==> src/rtl/io_uart_periph.sv <==
// Memory-mapped IO slave: LED register plus a UART transmitter fed by a small TX FIFO.
// Read data is combinational so a load in M completes in the same cycle.
module io_uart_periph #(
  parameter int CLKS_PER_BIT = 434,
  parameter int FIFO_DEPTH   = 4
) (
  input  logic        clk,
  input  logic        reset,
  input  logic [31:0] IO_memory_addr,
  input  logic [31:0] IO_memory_write,
  input  logic        IO_memory_writef,
  output logic [31:0] IO_memory_read,
  output logic [4:0]  leds,
  output logic        uart_tx
);
  localparam int PW = (FIFO_DEPTH > 1) ? $clog2(FIFO_DEPTH) : 1;
  localparam int CW = PW + 1;
  localparam int BW = (CLKS_PER_BIT > 1) ? $clog2(CLKS_PER_BIT) : 1;
  localparam logic [BW-1:0] BAUD_MAX   = BW'(CLKS_PER_BIT - 1);
  localparam logic [CW-1:0] COUNT_FULL = CW'(FIFO_DEPTH);

  localparam logic [3:0] IDX_LEDS   = 4'd1;
  localparam logic [3:0] IDX_DATA   = 4'd2;
  localparam logic [3:0] IDX_STATUS = 4'd4;

  typedef enum logic [1:0] {IDLE, START, DATA, STOP} tx_state_t;

  // Address decode: only the word index and the IO-space bit matter.
  logic [3:0] reg_sel;
  logic       led_we;
  logic       push_req;
  logic       status_we;
  logic       unused_bits;

  assign reg_sel   = IO_memory_addr[5:2];
  assign led_we    = IO_memory_writef && (reg_sel == IDX_LEDS);
  assign push_req  = IO_memory_writef && (reg_sel == IDX_DATA);
  assign status_we = IO_memory_writef && (reg_sel == IDX_STATUS);
  assign unused_bits = ^{IO_memory_addr[31:23], IO_memory_addr[21:6],
                         IO_memory_addr[1:0], IO_memory_write[31:8]};

  logic [4:0] leds_reg;

  always_ff @(posedge clk or negedge reset) begin
    if (!reset) begin
      leds_reg <= '0;
    end else if (led_we) begin
      leds_reg <= IO_memory_write[4:0];
    end
  end

  assign leds = leds_reg;

  logic [7:0]    fifo_mem [FIFO_DEPTH];
  logic [PW-1:0] wr_ptr_reg;
  logic [PW-1:0] rd_ptr_reg;
  logic [CW-1:0] count_reg;
  logic          fifo_full;
  logic          fifo_empty;
  logic          pop;
  logic          push;
  logic          overflow_reg;

  assign fifo_full  = (count_reg == COUNT_FULL);
  assign fifo_empty = (count_reg == '0);
  // A full FIFO still accepts a byte when the transmitter drains one on the same edge.
  assign push       = push_req && (!fifo_full || pop);

  always_ff @(posedge clk) begin
    if (push) begin
      fifo_mem[wr_ptr_reg] <= IO_memory_write[7:0];
    end
  end

  always_ff @(posedge clk or negedge reset) begin
    if (!reset) begin
      wr_ptr_reg <= '0;
      rd_ptr_reg <= '0;
      count_reg  <= '0;
    end else begin
      if (push) begin
        wr_ptr_reg <= wr_ptr_reg + PW'(1);
      end
      if (pop) begin
        rd_ptr_reg <= rd_ptr_reg + PW'(1);
      end
      case ({push, pop})
        2'b10:   count_reg <= count_reg + CW'(1);
        2'b01:   count_reg <= count_reg - CW'(1);
        default: count_reg <= count_reg;
      endcase
    end
  end

  always_ff @(posedge clk or negedge reset) begin
    if (!reset) begin
      overflow_reg <= 1'b0;
    end else if (push_req && !push) begin
      overflow_reg <= 1'b1;
    end else if (status_we && IO_memory_write[3]) begin
      overflow_reg <= 1'b0;
    end
  end

  tx_state_t     state_reg;
  tx_state_t     state_next;
  logic [BW-1:0] baud_reg;
  logic [BW-1:0] baud_next;
  logic [2:0]    bit_reg;
  logic [2:0]    bit_next;
  logic [7:0]    shift_reg;
  logic [7:0]    shift_next;
  logic          tx_reg;
  logic          tx_next;
  logic          baud_done;

  assign baud_done = (baud_reg == '0);

  always_ff @(posedge clk or negedge reset) begin
    if (!reset) begin
      state_reg <= IDLE;
      baud_reg  <= '0;
      bit_reg   <= '0;
      shift_reg <= '0;
      tx_reg    <= 1'b1;
    end else begin
      state_reg <= state_next;
      baud_reg  <= baud_next;
      bit_reg   <= bit_next;
      shift_reg <= shift_next;
      tx_reg    <= tx_next;
    end
  end

  always_comb begin
    state_next = state_reg;
    baud_next  = baud_reg;
    bit_next   = bit_reg;
    shift_next = shift_reg;
    pop        = 1'b0;
    case (state_reg)
      IDLE: begin
        if (!fifo_empty) begin
          pop        = 1'b1;
          shift_next = fifo_mem[rd_ptr_reg];
          baud_next  = BAUD_MAX;
          state_next = START;
        end
      end
      START: begin
        if (baud_done) begin
          baud_next  = BAUD_MAX;
          bit_next   = 3'd0;
          state_next = DATA;
        end else begin
          baud_next = baud_reg - BW'(1);
        end
      end
      DATA: begin
        if (baud_done) begin
          baud_next  = BAUD_MAX;
          shift_next = {1'b0, shift_reg[7:1]};
          if (bit_reg == 3'd7) begin
            state_next = STOP;
          end else begin
            bit_next = bit_reg + 3'd1;
          end
        end else begin
          baud_next = baud_reg - BW'(1);
        end
      end
      STOP: begin
        if (baud_done) begin
          baud_next = BAUD_MAX;
          // Chain straight into the next frame so queued bytes leave no idle gap.
          if (!fifo_empty) begin
            pop        = 1'b1;
            shift_next = fifo_mem[rd_ptr_reg];
            state_next = START;
          end else begin
            state_next = IDLE;
          end
        end else begin
          baud_next = baud_reg - BW'(1);
        end
      end
      default: begin
        state_next = IDLE;
      end
    endcase

    // The line level is registered from the next state so it changes with the state.
    case (state_next)
      START:   tx_next = 1'b0;
      DATA:    tx_next = shift_next[0];
      default: tx_next = 1'b1;
    endcase
  end

  assign uart_tx = tx_reg;

  logic        busy;
  logic [31:0] status_word;

  assign busy        = !fifo_empty || (state_reg != IDLE);
  assign status_word = {20'd0, 4'(count_reg), 4'd0, overflow_reg, busy, fifo_empty, fifo_full};

  always_comb begin
    IO_memory_read = '0;
    if (IO_memory_addr[22]) begin
      case (reg_sel)
        IDX_LEDS:   IO_memory_read = {27'd0, leds_reg};
        IDX_STATUS: IO_memory_read = status_word;
        default:    IO_memory_read = '0;
      endcase
    end
  end

endmodule

==> config.mk <==
export PLATFORM = sky130hd
export DESIGN_NAME = io_uart_periph
export DESIGN_NICKNAME = d
export VERILOG_FILES = /design/src/rtl/io_uart_periph.sv
export SDC_FILE = /design/constraint.sdc
export NUM_CORES = 1
export LEC_CHECK = 0
export BUFFER_PORTS_ARGS = -buffer_cell sky130_fd_sc_hd__buf_2
export CAP_MARGIN = 20
export CORE_ASPECT_RATIO = 0.7
export CORE_MARGIN = 8
export CORE_UTILIZATION = 47
export CTS_BUF_LIST = sky130_fd_sc_hd__clkbuf_16
export CTS_CLUSTER_DIAMETER = 30
export DETAILED_ROUTE_END_ITERATION = 10
export PLACE_DENSITY = 0.8
export SETUP_SLACK_MARGIN = 0.3
export SYNTH_ARGS = -nofsm -noshare
export SYNTH_HDL_FRONTEND = slang
export SYNTH_SLANG_ARGS = --single-unit
==> constraint.sdc <==
create_clock -name clk -period 2.9 [get_ports clk]
set_input_delay 0.145 -clock clk [delete_from_list [all_inputs] [get_ports clk]]
set_output_delay 0.145 -clock clk [all_outputs]
set_load 0.1 [all_outputs]
==> results_dict.tcl, run 1 <==
set metrics [dict create \
    cpPeakStageDelay_ns 0.41 \
    stdcell_area_sq_um 4140 \
    coreArea_sq_um 7380 \
    routed_wl_mm 7.74 \
    busiest_layer "met2" \
    crit_slowest_cell "dfrtp_1" \
    dieArea_sq_um 10800 \
    grt_max_degree 37 \
    period_share_pct 84.8 \
    final_util_pct 56.0 \
    placed_area_sq_um 3770 \
    cts_sinks 68 \
    clock_path_buffers 2 \
    required_ns 3.14 \
    worst_ep_arrival_time_ns 2.70 \
    drt_iter0_drc 181 \
    endpoint_kind "register" \
    final-setup-viol-count 0 \
    max-cap-violations 0 \
    worstSkewPairLatency_ns 0.33 \
    synth_top_cell_by_area "edfxtp_1" \
    die-height_microns 89.4 \
    synthToLayoutAreaGrowth_pct 14.5 \
    diodes 0 \
    hold_violations 0 \
    worst_pin_slew_ns 0.983 \
    vias_per_cell 5.48 \
    p_per_area_nw_per_um2 977 \
    peakVddDrop_uv 504 \
    drtAntennaViolNets 0 \
    dr.pass1.iters 4 \
    grt_antenna_before_repair 0 \
    die_width_microns 121 \
    overflow 0 \
    num_vias 2413 \
    p_int_mw 2.41 \
    fmax_ghz 0.407 \
    relSlewSlack_pct 34.5 \
    fin_worst_skew_ns 0.00526 \
    use_met2_pct 24.8 \
    netlist.area_leader.share_pct 26.6 \
    dp_hpwl_mm 5.29 \
    critPathKind "reg2reg" \
    rsz0062_at_grt "no" \
    syn_inst 301 \
    num_rows 26 \
    synth_edf_count 32 \
    clkTransAtPathRegs_ns 0.06 \
    gp_congestion 0.797 \
    use_met3_pct 5.05 \
    cts_tree "yes" \
    largest_reg_flops 32 \
    report.final.slew_viol_count 0 \
    grt_pass1_wl_mm 12.4 \
    grt.met1_usage_pct 17.7 \
    ys_seq_elements 68 \
    cts_inserted_buffers 9 \
    yosysMostFrequentCell "dfrtp_1" \
    drive_gt1_share_pct 26.3 \
    routedWlPerCell_microns 17.6 \
    run_status "finished clean" \
    async_flop_share_pct 52.9 \
    swShare_pct 40.5 \
    ys.flop_type "dfrtp_1" \
    netlist_area_sq_um 3610 \
    track_usage_pct 14.8 \
    ys_seq_area_share_pct 51.5 \
    start_kind "register" \
    fin_crit_ns 2.46 \
    route.detailed.drc 0 \
    switching_power_mw 1.64 \
    syn_area_per_cell_sq_um 12.0 \
    seqPwrFrac_pct 35.6 \
    first_global_vias 2424 \
    combPwrFrac_pct 36.6 \
    synth.area.top_cells "edfxtp_1, dfrtp_1, buf_4" \
    cts-root-buf "clkbuf_16" \
    crit_chain "inv_2 -> ha_2 -> nor4b_4 -> a31oi_4 -> nor3_4 -> nand2_1 -> fa_2 -> or2_4 -> mux2_4 -> o22ai_1" \
    power.leakage_nw 1.69 \
    yosys-top-cells-count "dfrtp_1, edfxtp_1, nand2_1" \
    finalSetupTns_ns 0 \
    critPathMaxFanout 4 \
    start_util_pct 48.9 \
    nFillCells 610 \
    yosys_warnings 0 \
    ys_types 55 \
    io_pins 105 \
    final_nets 418 \
    port-buffer-count 29 \
    clockPowerShare_pct 27.7 \
    htreeDepth 3 \
    hp-class "in2reg" \
]
-- timing repair --
item                       in CTS  in global routing
setup buffers                   2                  4
resized for setup               5                  2
setup endpoints to repair      35                 34
hold endpoints to repair       35                  0
pin swaps                       1                  4
hold buffers                    1                  0
-- critical path, delay by kind of cell, from the launching register on --
| kind | cells | cell delay (ns) |
|---|---|---|
| and+or+nand+nor | 4 | 0.78 |
| adders and majority gates | 2 | 0.57 |
| DFF | 1 | 0.41 |
| AOI/OAI and AO/OA | 2 | 0.30 |
| muxes | 1 | 0.25 |
| buffers and inverters | 1 | 0.08 |
-- cell usage in the layout, fill, tap and decap left out, types with 6 or more instances in the layout --
cell type | netlist | layout
a21oi_1 | 15 | 15
a22o_1 | 9 | 9
buf_2 | 2 | 29
buf_4 | 24 | 9
clkbuf_16 | 0 | 9
conb_1 | 1 | 24
dfrtp_1 | 35 | 35
edfxtp_1 | 32 | 32
ha_1 | 13 | 12
inv_1 | 10 | 8
mux2_2 | 6 | 6
mux4_2 | 8 | 8
nand2_1 | 31 | 31
nor2_1 | 13 | 13
nor3_1 | 7 | 7
o21ai_0 | 9 | 9
o31ai_1 | 6 | 6
xnor2_1 | 7 | 7
-- power by group through the flow --
stage / Combinational (mW) / Clock, mW / Sequential [mW]
2_1_floorplan: 1.09 / 0 / 1.50
3_3_place_gp: 1.36 / 0 / 1.44
3_5_place_dp: 1.42 / 0 / 1.45
4_1_cts: 1.46 / 1.14 / 1.44
5_1_grt: 1.60 / 1.18 / 1.47
6_report: 1.48 / 1.12 / 1.44
-- final cells by class --
| class | instances | area (sq um) | share of cell area (%) |
|---|---|---|---|
| Sequential cell | 68 | 1860 | 45.0 |
| Multi-Input combinational cell | 209 | 1580 | 38.3 |
| Clock buffer | 9 | 225 | 5.44 |
| Timing Repair Buffer | 39 | 223 | 5.38 |
| Tap cell | 98 | 123 | 2.96 |
| Clock inverter | 7 | 83.8 | 2.03 |
| Inverter | 10 | 37.5 | 0.907 |
-- metrics by stage --
step                      total power [mW]  instances  worst slack, ns  hold slack (ns)
final                                 4.05        440            0.441           0.0417
after global routing                  4.25        440            0.341           0.0303
after CTS                             4.03        436            0.319           0.0303
after detailed placement              2.87        417            0.171            0.308
after global placement                2.80        417            0.222            0.296
after floorplan                       2.60        324            0.315           -0.151
-- path summary, 6_finish.rpt --
path	from	to	slack (ns)	depth (start not counted)
worst min-delay path	IO_memory_write[7]	fifo_mem[3][7]	0.04	1
worst max-delay path	baud_reg[1]	count_reg[2]	0.44	10
min in group asynchronous	reset	shift_reg[1]	0.48	2
max in group asynchronous	reset	rd_ptr_reg[1]	1.84	2
worst min register to register	shift_reg[1]	shift_reg[1]	0.51	2
worst max register to register	baud_reg[1]	count_reg[2]	0.44	10
-- layer usage --
metal,up-vias,wire [microns]
met5,-,0
met4,0,70
met3,8,608
met2,79,3710
met1,1192,3350
li1,1134,-
-- logic make-up after synthesis --
| group | after synthesis | synth area share, % |
|---|---|---|
| xor+xnor | 11 | 2.67 |
| other cells | 1 | 0.104 |
| simple gates | 85 | 13.3 |
| buf+inv | 47 | 7.65 |
| fa+ha+maj | 14 | 5.05 |
| compound gates | 58 | 11.7 |
| mux | 17 | 7.96 |
| flops | 68 | 51.5 |
Note: power is estimated with default switching activity, not from simulation.
==> run 2, diff against run 1 <==
--- a/config.mk
+++ b/config.mk
@@ -5,6 +5,7 @@
 export SDC_FILE = /design/constraint.sdc
 export NUM_CORES = 1
 export LEC_CHECK = 0
+export ABC_AREA = 1
 export BUFFER_PORTS_ARGS = -buffer_cell sky130_fd_sc_hd__buf_2
 export CAP_MARGIN = 20
 export CORE_ASPECT_RATIO = 0.7
==> constraint.sdc (replaced) <==
create_clock -name clk -period 1.98 [get_ports clk]
set_input_delay 0.099 -clock clk [delete_from_list [all_inputs] [get_ports clk]]
set_output_delay 0.099 -clock clk [all_outputs]
set_load 0.1 [all_outputs]
==> results_dict.tcl, run 2 <==
set metrics [dict create \
    run_status "finished clean" \
    route.detailed.drc 0 \
    drive_gt1_share_pct 39.2 \
    first_global_vias 3111 \
    final_nets 566 \
    die-height_microns 90.4 \
    period_share_pct 97.4 \
    dp.cells 536 \
    num_rows 27 \
    final-setup-viol-count 0 \
    grt.met1_usage_pct 20.0 \
    overflow 0 \
    die_width_microns 122 \
    yosysMostFrequentCell "nand2_1" \
    ys_seq_area_share_pct 50.1 \
    endpoint_kind "register" \
    routedWlPerCell_microns 17.1 \
    netlist_area_sq_um 3720 \
    synth.area.top_cells "edfxtp_1, dfrtp_1, nand2_1" \
    grt_pass1_wl_mm 14.7 \
    peakVddDrop_uv 698 \
    track_usage_pct 16.7 \
    cts_tree "yes" \
    yosys_warnings 0 \
    async_flop_share_pct 52.9 \
    synth_top_cell_by_area "edfxtp_1" \
    p_per_area_nw_per_um2 862 \
    use_met3_pct 5.50 \
    cts_inserted_buffers 9 \
    start_util_pct 47.9 \
    ys_types 38 \
    cts-root-buf "clkbuf_16" \
    relSlewSlack_pct 41.4 \
    hp-class "in2reg" \
    report.final.slew_viol_count 0 \
    layout_commonest_cell "nand2_1" \
    netlist.area_leader.share_pct 25.8 \
    ys_seq_elements 68 \
    fin_worst_skew_ns 0.00540 \
    hold_violations 0 \
    cts_sinks 68 \
    max-cap-violations 0 \
    worst_pin_slew_ns 0.879 \
    worstSkewPairLatency_ns 0.34 \
    grt_max_degree 37 \
    diodes 0 \
    fin_crit_ns 1.93 \
    required_ns 2.21 \
    htreeDepth 3 \
    dp_hpwl_mm 5.82 \
    multi_input_area_sq_um 1900 \
    start_kind "register" \
    worst_ep_arrival_time_ns 2.16 \
    seq_area_sq_um 1870 \
    num_vias 3168 \
    yosys-top-cells-count "nand2_1, nor2_1, dfrtp_1" \
    coreArea_sq_um 7770 \
    drt_iter0_drc 156 \
    syn_area_per_cell_sq_um 9.25 \
    ys.flop_type "dfrtp_1" \
    syn_inst 402 \
    grt_antenna_before_repair 0 \
    clock_path_buffers 2 \
    gp_congestion 0.818 \
    drtAntennaViolNets 0 \
    final_cell_count_no_fill 591 \
    vias_per_cell 5.36 \
    critPathMaxFanout 2 \
    synth_edf_count 32 \
    fin_hold_ws_ns 0.0120 \
    routed_wl_mm 10.1 \
    nFillCells 530 \
    power.leakage_nw 2.22 \
    clkTransAtPathRegs_ns 0.06 \
    synthToLayoutAreaGrowth_pct 35.0 \
    dr.pass1.iters 5 \
    largest_reg_flops 32 \
    fmax_ghz 0.519 \
    port-buffer-count 29 \
    busiest_layer "met2" \
    place_ws_ns 0.0525 \
    io_pins 105 \
    dieArea_sq_um 11100 \
    use_met2_pct 27.0 \
    critPathKind "reg2reg" \
    mostFrequentLayoutCells "nand2_1, nor2_1, buf_4" \
    fin_ws_ns 0.0524 \
    rsz0062_at_grt "yes" \
]
run 2: cell types whose count changed in the layout (fill, tap and decap cells not counted), sizes merged, moves of 6 or more:
| cell | before | now |
|---|---|---|
| a21oi | 15 | 8 |
| a22o | 9 | 0 |
| and2 | 8 | 0 |
| buf | 38 | 72 |
| inv | 13 | 45 |
| mux4 | 8 | 0 |
| nand2 | 31 | 88 |
| nand3 | 3 | 28 |
| nor2 | 14 | 57 |
| nor3 | 8 | 2 |
| o21ai | 9 | 44 |
| xnor2 | 7 | 0 |
run 2: layout make-up:
type / count / share of cell area [%]
Tap cell: 101 / 2.52
Sequential cell: 68 / 37.2
Timing Repair Buffer: 79 / 12.8
Inverter: 43 / 3.56
Multi-Input combinational cell: 284 / 37.8
Clock buffer: 9 / 4.49
Clock inverter: 7 / 1.62
run 2: through the flow:
stage	util, %	setup TNS [ns]	cell area, sq um	total power [mW]
final	64.6	0	5020	4.33
after global routing	64.6	-0.0304	5020	4.47
after CTS	60.7	0	4720	4.22
after detailed placement	52.3	0	4060	2.57
after global placement	52.3	0	4060	2.53
after floorplan	-	0	3920	2.44
run 2: repair_timing:
item,in CTS,in global routing
hold buffers,6,0
resized for setup,27,61
buffers inserted,22,11
hold endpoints to repair,55,0
setup endpoints to repair,46,53
pin swaps,13,25
run 2: routing by layer:
metal | vias to the layer above | wire length [microns]
met1 | 1544 | 3980
met5 | - | 0
met2 | 148 | 5080
li1 | 1441 | -
met3 | 35 | 714
met4 | 0 | 339
run 2: final timing paths:
| kind | slack [ns] | endpoint | cells after the start | from |
|---|---|---|---|---|
| hold reg to reg | 0.51 | bit_reg[2] | 1 | bit_reg[2] |
| setup reg to reg | 0.05 | count_reg[2] | 14 | baud_reg[1] |
| min in group asynchronous | 0.42 | bit_reg[0] | 2 | reset |
| setup / recovery | 0.05 | count_reg[2] | 14 | baud_reg[1] |
| max in group asynchronous | 0.95 | leds[4] | 2 | reset |
| hold / removal | 0.01 | fifo_mem[2][4] | 1 | IO_memory_write[4] |
run 2: report_power, final:
group | switching (mW) | internal [mW] | leakage [nW]
Combinational | 0.781 | 0.226 | 1.35
Sequential | 0.0935 | 1.57 | 0.717
Clock | 0.666 | 0.992 | 0.147
Total | 1.54 | 2.79 | 2.22
run 2: cell families after synthesis:
group           Yosys count  synth area share [%]
other cells               1                 0.101
flops                    68                  50.1
xor+xnor                  5                  1.18
mux                       3                 0.908
fa+ha+maj                14                  4.91
buf+inv                  73                  10.4
simple gates            178                  23.0
compound gates           60                  9.42
run 2: critical path, cell delays in order, from the launching register on:
cell,delay (ns)
dfrtp_1,0.39
inv_2,0.09
ha_4,0.17
nand3_4,0.08
nor2_4,0.12
nand2_2,0.08
nand2_4,0.08
nand3_4,0.08
fa_2,0.37
inv_2,0.08
nand2_2,0.06
nand2_1,0.06
nand2_1,0.06
nand2_1,0.07
inv_1,0.04
==> run 3, diff against run 2 <==
--- a/config.mk
+++ b/config.mk
@@ -10,12 +10,13 @@
 export CAP_MARGIN = 20
 export CORE_ASPECT_RATIO = 0.7
 export CORE_MARGIN = 8
-export CORE_UTILIZATION = 47
+export CORE_UTILIZATION = 56
 export CTS_BUF_LIST = sky130_fd_sc_hd__clkbuf_16
 export CTS_CLUSTER_DIAMETER = 30
 export DETAILED_ROUTE_END_ITERATION = 10
-export PLACE_DENSITY = 0.8
+export PLACE_DENSITY = 0.89
 export SETUP_SLACK_MARGIN = 0.3
+export SKIP_LAST_GASP = 1
 export SYNTH_ARGS = -nofsm -noshare
 export SYNTH_HDL_FRONTEND = slang
 export SYNTH_SLANG_ARGS = --single-unit
==> constraint.sdc (replaced) <==
create_clock -name clk -period 2.25 [get_ports clk]
set_input_delay 0.1125 -clock clk [delete_from_list [all_inputs] [get_ports clk]]
set_output_delay 0.1125 -clock clk [all_outputs]
set_load 0.1 [all_outputs]
==> results_dict.tcl, run 3 (synthesized netlist as in run 2, its figures left out) <==
set metrics [dict create \
    route.detailed.drc 0 \
    worstSkewPairLatency_ns 0.34 \
    power.leakage_nw 2.05 \
    required_ns 2.48 \
    num_rows 25 \
    final-setup-viol-count 0 \
    fin_hold_ws_ns 0.0139 \
    layout_commonest_cell "nand2_1" \
    first_global_vias 2996 \
    grt.met1_usage_pct 22.2 \
    diodes 0 \
    placed_area_sq_um 3950 \
    drt_iter0_drc 304 \
    clock_path_buffers 2 \
    num_vias 3079 \
    port-buffer-count 29 \
    hp-class "in2reg" \
    start_util_pct 56.4 \
    use_met2_pct 30.4 \
    period_share_pct 87.7 \
    rsz0062_at_grt "yes" \
    track_usage_pct 19.0 \
    dp.cells 525 \
    peakVddDrop_uv 701 \
    power_mw 3.98 \
    dr.pass1.iters 5 \
    final_nets 538 \
    final_cell_count_no_fill 556 \
    worst_pin_slew_ns 0.841 \
    routedWlPerCell_microns 16.9 \
    clkTransAtPathRegs_ns 0.06 \
    largest_reg_flops 32 \
    cts_tree "yes" \
    grt_antenna_before_repair 0 \
    nFillCells 430 \
    critPathMaxFanout 5 \
    finalSetupTns_ns 0 \
    htreeDepth 3 \
    use_met3_pct 6.38 \
    busiest_layer "met2" \
    seq_area_sq_um 1870 \
    dieArea_sq_um 9550 \
    drive_gt1_share_pct 27.5 \
    relSlewSlack_pct 43.9 \
    p_per_area_nw_per_um2 884 \
    gp_congestion 0.857 \
    dp_hpwl_mm 5.61 \
    place_ws_ns 0.153 \
    fin_worst_skew_ns 0.00545 \
    die_width_microns 113 \
    routed_wl_mm 9.37 \
    grt_pass1_wl_mm 14.4 \
    fin_crit_ns 1.97 \
    hold_violations 0 \
    cts_inserted_buffers 9 \
    fmax_ghz 0.507 \
    die-height_microns 84.2 \
    overflow 0 \
    stdcell_area_sq_um 4510 \
    vias_per_cell 5.54 \
    final_util_pct 68.3 \
    cts-root-buf "clkbuf_16" \
    report.final.slew_viol_count 0 \
    run_status "finished clean" \
    endpoint_kind "register" \
    critPathKind "reg2reg" \
    synthToLayoutAreaGrowth_pct 21.2 \
    coreArea_sq_um 6600 \
    worst_ep_arrival_time_ns 2.20 \
    mostFrequentLayoutCells "nand2_1, nor2_1, dfrtp_1" \
    drtAntennaViolNets 0 \
    grt_max_degree 37 \
    max-cap-violations 0 \
    start_kind "register" \
    multi_input_area_sq_um 1630 \
    cts_sinks 68 \
    io_pins 105 \
    fin_ws_ns 0.277 \
]
[run 3: worst paths after layout]
check,cells after the start,slack (ns),to,start
max in group asynchronous,2,1.25,state_reg[1],reset
min in group asynchronous,2,0.42,bit_reg[0],reset
setup / recovery,11,0.28,count_reg[2],state_reg[0]
hold reg to reg,1,0.50,bit_reg[2],bit_reg[2]
setup reg to reg,11,0.28,count_reg[2],state_reg[0]
hold / removal,1,0.01,fifo_mem[1][7],IO_memory_write[7]
[run 3: routing by layer]
metal	up-vias	share of wire (%)
li1	1379	-
met1	1489	40
met2	180	48
met3	31	8.9
met4	0	3.4
met5	-	0
[run 3: cell type report]
cell class / count / share of cell area [%]
Inverter: 43 / 3.80
Clock buffer: 9 / 5.00
Sequential cell: 68 / 41.4
Timing Repair Buffer: 51 / 7.91
Tap cell: 94 / 2.61
Clock inverter: 7 / 3.08
Multi-Input combinational cell: 284 / 36.2
[run 3: power by group]
group,switching [mW],internal (mW)
Combinational,0.642,0.157
Clock,0.536,1.19
Sequential,0.0772,1.38
Total,1.25,2.73
[run 3: timing repair]
item	CTS	global route
setup endpoints to repair	34	36
endpoints found under the hold margin	39	4
pin swaps	3	6
hold buffers	2	1
gates cloned	0	0
buffers inserted	4	8
resized for setup	14	11
[run 3: critical path: stages (launching register included)]
cell and delay, ns:
dfrtp_2 0.42, inv_2 0.08, ha_1 0.33, nor2_4 0.18, nand3_4 0.10, fa_2 0.38, inv_2 0.07, nand2_2 0.06
nand2_1 0.07, nand2_1 0.05, nand2_1 0.07, inv_1 0.05
